$ cat config.mk
export PLATFORM = sky130hd
export DESIGN_NAME = mul_datapath
export DESIGN_NICKNAME = d
export VERILOG_FILES = /design/src/rtl/mul_pkg.sv /design/src/rtl/mul_down_counter.sv /design/src/rtl/mul_datapath.sv
export SDC_FILE = /design/constraint.sdc
export NUM_CORES = 1
export LEC_CHECK = 0
export CORE_UTILIZATION = 51
export CTS_CLUSTER_SIZE = 16
export DETAILED_ROUTE_END_ITERATION = 7
export PLACE_DENSITY = 0.75
export SLEW_MARGIN = 15
export SYNTH_ARGS = -nofsm -noshare
export SYNTH_HDL_FRONTEND = slang
export SYNTH_SLANG_ARGS = --single-unit
export TNS_END_PERCENT = 1
$ cat constraint.sdc
create_clock -name clk -period 7.5 [get_ports clk]
set_input_delay 1.5 -clock clk [delete_from_list [all_inputs] [get_ports clk]]
set_output_delay 1.5 -clock clk [all_outputs]
set_load 0.005 [all_outputs]
$ cat src/rtl/mul_pkg.sv
// Shared definitions for the repeated-addition multiplier: default widths,
// controller state encoding and the control-bundle layout.
package mul_pkg;

  localparam int unsigned DEF_WIDTH  = 16;
  localparam int unsigned DEF_PWIDTH = 2 * DEF_WIDTH;

  typedef enum logic [2:0] {
    S0 = 3'd0,
    S1 = 3'd1,
    S2 = 3'd2,
    S3 = 3'd3,
    S4 = 3'd4
  } state_t;

  typedef struct packed {
    logic lda;
    logic ldb;
    logic ldp;
    logic clrp;
    logic decb;
  } ctrl_t;

endpackage

$ cat src/rtl/mul_down_counter.sv
// B operand register: parallel load, saturating decrement, zero flag and
// an underflow strobe when a decrement is requested at zero.
module mul_down_counter
  import mul_pkg::*;
#(
  parameter int unsigned WIDTH = DEF_WIDTH
) (
  input  logic             clk,
  input  logic             rst,
  input  logic             load,
  input  logic             dec,
  input  logic [WIDTH-1:0] d,
  output logic [WIDTH-1:0] q,
  output logic             zero_c,
  output logic             uflow_c
);

  assign zero_c  = (q == '0);
  assign uflow_c = dec && !load && zero_c;

  // Load wins over decrement; decrement sticks at zero instead of wrapping.
  always_ff @(posedge clk or posedge rst) begin
    if (rst) begin
      q <= '0;
    end else if (load) begin
      q <= d;
    end else if (dec && !zero_c) begin
      q <= q - WIDTH'(1);
    end
  end

endmodule

$ cat src/rtl/mul_datapath.sv
// Datapath of the repeated-addition multiplier: A operand, B down-counter,
// P accumulator and a sticky underflow flag.
module mul_datapath
  import mul_pkg::*;
#(
  parameter int unsigned WIDTH  = DEF_WIDTH,
  parameter int unsigned PWIDTH = 2 * WIDTH
) (
  input  logic              clk,
  input  logic              rst,
  input  logic [WIDTH-1:0]  data_in,
  input  logic              lda,
  input  logic              ldb,
  input  logic              ldp,
  input  logic              clrp,
  input  logic              decb,
  output logic              eqz,
  output logic [PWIDTH-1:0] product,
  output logic              underflow
);

  logic [WIDTH-1:0]  a_q;
  logic [WIDTH-1:0]  b_q;
  logic [PWIDTH-1:0] p_q;
  logic              b_zero_c;
  logic              b_uflow_c;

  mul_down_counter #(.WIDTH(WIDTH)) u_b (
    .clk     (clk),
    .rst     (rst),
    .load    (ldb),
    .dec     (decb),
    .d       (data_in),
    .q       (b_q),
    .zero_c  (b_zero_c),
    .uflow_c (b_uflow_c)
  );

  always_ff @(posedge clk or posedge rst) begin
    if (rst) begin
      a_q <= '0;
    end else if (lda) begin
      a_q <= data_in;
    end
  end

  // Accumulation is gated on B != 0 so the controller's one-cycle lag on
  // eqz cannot add an extra copy of A.
  always_ff @(posedge clk or posedge rst) begin
    if (rst) begin
      p_q       <= '0;
      underflow <= 1'b0;
    end else if (clrp) begin
      p_q       <= '0;
      underflow <= 1'b0;
    end else begin
      if (ldp && !b_zero_c) begin
        p_q <= p_q + PWIDTH'(a_q);
      end
      if (b_uflow_c) begin
        underflow <= 1'b1;
      end
    end
  end

  assign eqz     = b_zero_c;
  assign product = p_q;

endmodule

==> results of run 1 <==
==> layout by cell type (no fill, tap or decap), types with 4 or more instances in the layout <==
master,Yosys,final
ha_1,18,18
a31oi_1,4,4
nand4_1,6,6
nor2_1,20,20
nor3_1,11,11
clkbuf_8,0,10
o21ai_0,38,38
a21oi_1,32,32
nand2b_1,4,4
mux2_2,17,17
or4_1,11,11
or3_1,8,8
o21a_1,5,5
o211ai_1,5,5
or2_2,4,4
dfrtp_1,65,65
xor2_1,9,9
inv_1,11,10
and3_1,4,4
o31ai_1,9,9
nand2_1,53,53
xnor2_1,17,17
nand3b_1,12,12
nand3_1,9,9
clkdlybuf4s50_1,0,56
nor2b_1,5,5
==> through the flow <==
stage | cells | setup WS, ns | util | hold slack, ns | power, uW
CTS | 582 | 3.25 | 0.649 | 0.523 | 1030
finish | 582 | 3.27 | 0.649 | 0.522 | 1030
global placement | 566 | 3.65 | 0.621 | 0.501 | 718
floorplan | 428 | 4.28 | - | 0.485 | 628
global route | 582 | 3.14 | 0.649 | 0.541 | 1090
detailed placement | 566 | 3.63 | 0.621 | 0.507 | 726
==> synthesized netlist by cell type (all sizes together), types with 2 or more instances <==
master  instances
xor2            9
nand4           6
nand2b          4
a21oi          32
or3             8
a31oi           4
inv            11
a21o            2
o31ai           9
and3            4
buf             6
dfrtp          65
clkbuf         13
and4            2
nor4            4
nand3          10
nand4b          2
a211oi          3
o211ai          6
o21a            5
mux2           18
or4            12
nor2           20
or4b            2
xnor2          17
o21bai          2
nand3b         12
o21ai          39
or2             4
nor3           11
nor2b           5
nand2          53
ha             18
==> layout make-up <==
type / count / area (sq um) / area share
multi-input combinational: 333 / 2210 / 0.462
timing repair buffer: 58 / 576 / 0.120
tap: 99 / 124 / 0.0259
clock inverter: 6 / 67.6 / 0.0141
sequential: 65 / 1630 / 0.340
clock buffer: 10 / 138 / 0.0288
inverter: 11 / 41.3 / 0.00864
==> power by group <==
group	total, uW	internal (uW)	switching (uW)
clock network	305	163	142
logic	309	137	171
registers	414	384	30.0
total	1030	684	343
==> path summary, 6_finish.rpt <==
kind                               start  slack, ns           to
min in group asynchronous            rst       1.71  product[17]
worst max register to register  u_b.q[2]       4.43  product[18]
worst min register to register   a_q[15]       0.52      a_q[15]
worst min-delay path             a_q[15]       0.52      a_q[15]
worst max-delay path            u_b.q[2]       3.27          eqz
max in group asynchronous            rst       5.21   product[3]
==> layer usage <==
layer	wire, um	track usage	vias to the layer above
li1	-	-	1659
met1	4200	0.310	1619
met2	4540	0.412	87
met3	373	0.0321	27
met4	295	0.117	0
met5	0	0	-
==> flip-flops by register name (all words and copies together), names as in the netlist <==
signal	cells
a_q	16
product	32
u_b.q	16
underflow	1
==> logic make-up (layout without fill, tap and decap cells) <==
logic type / after synthesis / in the layout / synth area share
mux: 19 / 19 / 0.0546
buf+inv: 30 / 85 / 0.0331
simple gates: 161 / 161 / 0.217
fa+ha+maj: 19 / 19 / 0.0618
flops: 65 / 65 / 0.410
xor+xnor: 26 / 26 / 0.0574
compound gates: 108 / 108 / 0.166
==> flow_summary.json, run 1 <==
{
  "die_w_um": 90.2,
  "initial_core_util": 0.538,
  "synth_ff_type": "dfrtp_1",
  "period_needed_ns": 4.23,
  "cts_hold_buf": 0,
  "antenna_left": 0,
  "netlist_instances": 428,
  "stdcell_area_sq_um": 4780,
  "max_stage_delay_ns": 0.67,
  "vias": 3392,
  "diodes": 0,
  "cp-start-kind": "register",
  "status": "finished clean",
  "grt_pass1_vias": 3261,
  "drv_cap": 0,
  "place_congestion": 0.903,
  "crit_path_end_kind": "primary output",
  "core.rowCount": 31,
  "ys_top_cells_by_area": "dfrtp_1 (41%), ha_1 (5.7%), nand2_1 (5.0%), mux2_2 (4.8%), o21ai_0 (4.8%)",
  "setup_violations": 0,
  "grt_first_pass_wirelength_mm": 15.9,
  "grt_antenna_before_repair": 0,
  "post_cts_buffers": 0,
  "min_period_over_period": 0.564,
  "synthesis.area_sq_um": 3970,
  "synth.net_count": 470,
  "grt_setup_unrepaired": "no",
  "clk_pin_slew_ns": 0.07,
  "synth_area_per_cell_sq_um": 9.27,
  "max_freq_mhz": 236,
  "io_buffers": 56,
  "coreArea_sq_um": 7370,
  "finalHoldViolCount": 0,
  "cts_tree": "built",
  "synth_top_area_share": 0.410,
  "layout-drive-gt1-share": 0.101,
  "p_leak_uw": 0.00189,
  "path_cells": "or4_4 > or4b_1 > nor2_1 > clkdlybuf4s50_1",
  "reg2regPathDepth": 6,
  "crit_family": "simple AND/OR/NAND/NOR gates",
  "die_area_sq_um": 8130,
  "placed_area_sq_um": 4580,
  "tightestPinTransition_ns": 1.06,
  "grt-ovfl-total": 0,
  "cts.repair.resized": 0,
  "yosys.cell_types.count": 54,
  "cts_sinks": 65,
  "fin_skew_ns": 0.0103,
  "die_h_um": 90.2,
  "arrival_ns": 2.73,
  "cts_max_level": 3,
  "numCtsBuffers": 9,
  "worstSetupPathType": "reg2out",
  "slew_viol_final": 0,
  "yosys_warnings": 0,
  "firstDrtPassIters": 4,
  "slew_headroom": 0.295,
  "nNetsFinal": 520,
  "cp_max_fo": 9,
  "worstPathRequired_ns": 6.00,
  "cts_root_buf": "clkbuf_8",
  "synthArstFlopShare": 1.00,
  "vdd_ir_drop_max_mv": 0.123,
  "clk_path_buf_depth": 2,
  "cpMaxStageDelayCell": "or4b_1",
  "routed_via_density": 5.83,
  "cp_num_cells": 4,
  "fillers": 629,
  "drt_iter0_markers": 179,
  "synth_edf_count": 0,
  "grt_start_max_net_pins": 66,
  "wl_mm": 9.41,
  "synth_seq_cells": 65,
  "power.density_nw_per_um2": 215,
  "grt_use_total": 0.244,
  "hold_class": "reg2reg",
  "synth_seq_area_share": 0.410,
  "hpwl_mm": 6.77,
  "hold_path_depth": 1,
  "cp.buffers_inverters": 1,
  "drc": 0,
  "fin_setup_tns_ns": 0,
  "worst_skew_pair.late_latency_ns": 0.35,
  "syn2layout_area_growth_pct": 20.5,
  "routedWlPerCell_um": 16.2,
  "ios": 57,
  "synth_top_area_cell": "dfrtp_1"
}
Note: power is estimated with default switching activity, not from simulation.
==> run 2: changes to the inputs <==
--- a/config.mk
+++ b/config.mk
@@ -5,10 +5,10 @@
 export SDC_FILE = /design/constraint.sdc
 export NUM_CORES = 1
 export LEC_CHECK = 0
-export CORE_UTILIZATION = 51
+export CORE_UTILIZATION = 50
 export CTS_CLUSTER_SIZE = 16
 export DETAILED_ROUTE_END_ITERATION = 7
-export PLACE_DENSITY = 0.75
+export PLACE_DENSITY = 0.77
 export SLEW_MARGIN = 15
 export SYNTH_ARGS = -nofsm -noshare
 export SYNTH_HDL_FRONTEND = slang
==> constraint.sdc (replaced) <==
create_clock -name clk -period 3.8 [get_ports clk]
set_input_delay 0.76 -clock clk [delete_from_list [all_inputs] [get_ports clk]]
set_output_delay 0.76 -clock clk [all_outputs]
set_load 0.005 [all_outputs]
==> flow_summary.json, run 2 (synthesis gave the netlist of run 1 again) <==
{
  "cts_sinks": 65,
  "die_h_um": 91.1,
  "cts_root_buf": "clkbuf_8",
  "met1_length_mm": 4.22,
  "routedWlPerCell_um": 16.2,
  "layout-drive-gt1-share": 0.103,
  "max_stage_delay_ns": 0.67,
  "ios": 57,
  "cp.buffers_inverters": 1,
  "vdd_ir_drop_max_mv": 0.318,
  "wl_mm": 9.51,
  "crit_path_end_kind": "primary output",
  "finalHoldViolCount": 0,
  "grt_first_pass_wirelength_mm": 16.0,
  "min_period_over_period": 0.924,
  "wl_met3_um": 361,
  "layout_common_cells": "dfrtp_1 (65), clkdlybuf4s50_1 (56), nand2_1 (53), o21ai_0 (38), a21oi_1 (32)",
  "grt_antenna_before_repair": 0,
  "worstPathRequired_ns": 3.04,
  "period_needed_ns": 3.51,
  "fin_skew_ns": 0.00869,
  "grt_start_max_net_pins": 43,
  "hold_class": "reg2reg",
  "clk_pin_slew_ns": 0.08,
  "cp_max_fo": 9,
  "worstSetupPathType": "reg2out",
  "timing.hold.ws_ns": 0.510,
  "diodes": 0,
  "drc": 0,
  "dp_cells": 570,
  "nNetsFinal": 521,
  "initial_core_util": 0.516,
  "drt_iter0_markers": 168,
  "die_area_sq_um": 8290,
  "power.total_uw": 2040,
  "firstDrtPassIters": 4,
  "status": "finished clean",
  "cpMaxStageDelayCell": "or4b_1",
  "layout_setup_ws_ns": 0.289,
  "grt_setup_unrepaired": "no",
  "drv_cap": 0,
  "path_cells": "or4_4 > or4b_1 > nor2_1 > clkdlybuf4s50_1",
  "fin_setup_tns_ns": 0,
  "grt_pass1_vias": 3394,
  "hpwl_mm": 6.93,
  "setup_violations": 0,
  "max_freq_mhz": 285,
  "numCtsBuffers": 9,
  "dr.max_layer_used": "met4",
  "grt-ovfl-total": 0,
  "arrival_ns": 2.75,
  "vias": 3440,
  "largest_register_ffs": 32,
  "die_w_um": 91.1,
  "tightestPinTransition_ns": 0.908,
  "fin_cells": 586,
  "final_common_cell": "dfrtp_1",
  "post_cts_buffers": 0,
  "met2_length_mm": 4.70,
  "cp-start-kind": "register",
  "grt_use_total": 0.244,
  "coreArea_sq_um": 7690,
  "worst_skew_pair.late_latency_ns": 0.34,
  "io_buffers": 56,
  "routed_via_density": 5.87,
  "place_congestion": 0.909,
  "syn2layout_area_growth_pct": 20.8,
  "cts.repair.resized": 0,
  "power.density_nw_per_um2": 427,
  "p_leak_uw": 0.00189,
  "clk_path_buf_depth": 2,
  "slew_headroom": 0.393,
  "crit_family": "simple AND/OR/NAND/NOR gates",
  "cts_max_level": 3,
  "antenna_left": 0,
  "place_ws_ns": 0.647,
  "cts_hold_buf": 0,
  "slew_viol_final": 0,
  "core.rowCount": 32,
  "cts_tree": "built"
}
## run 2: worst reg2reg max path, cell delays in order (launching register included)
cell,delay (ns)
dfrtp_1,0.43
or4_4,0.56
or4b_1,0.67
o21ai_2,0.65
buf_4,0.29
nor3_1,0.06
o21ai_0,0.11
nand3_1,0.11
## run 2: worst paths after layout
path	to	cells past startpoint	from	slack, ns
setup / recovery	eqz	4	u_b.q[2]	0.29
hold / removal	underflow	2	underflow	0.51
setup reg to reg	product[15]	7	u_b.q[2]	0.80
hold reg to reg	underflow	2	underflow	0.51
max in group asynchronous	product[26]	3	rst	2.09
min in group asynchronous	underflow	2	rst	0.77
## run 2: cell type report
| cell class | instances | area [sq um] |
|---|---|---|
| Sequential cell | 65 | 1630 |
| Clock buffer | 9 | 124 |
| Clock inverter | 7 | 80.1 |
| Tap cell | 102 | 128 |
| Fill cell | 681 | 2900 |
| Multi-Input combinational cell | 333 | 2210 |
| Inverter | 11 | 41.3 |
| Timing Repair Buffer | 59 | 583 |
## run 2: where the power goes
part | switching (uW) | total, uW | internal [uW]
combinational | 341 | 613 | 272
sequential | 63.9 | 822 | 758
clock | 301 | 609 | 308
## run 2: layer usage
metal,up-vias,GRT usage
li1,1657,-
met1,1670,0.304
met2,92,0.415
met3,21,0.0477
met4,0,0.102
met5,-,0
## run 2: stage by stage
step           utilization  cell area (sq um)
3_3_place_gp         0.597               4590
4_1_cts              0.623               4790
6_report             0.623               4790
2_1_floorplan            -               3970
5_1_grt              0.623               4790
3_5_place_dp         0.597               4590
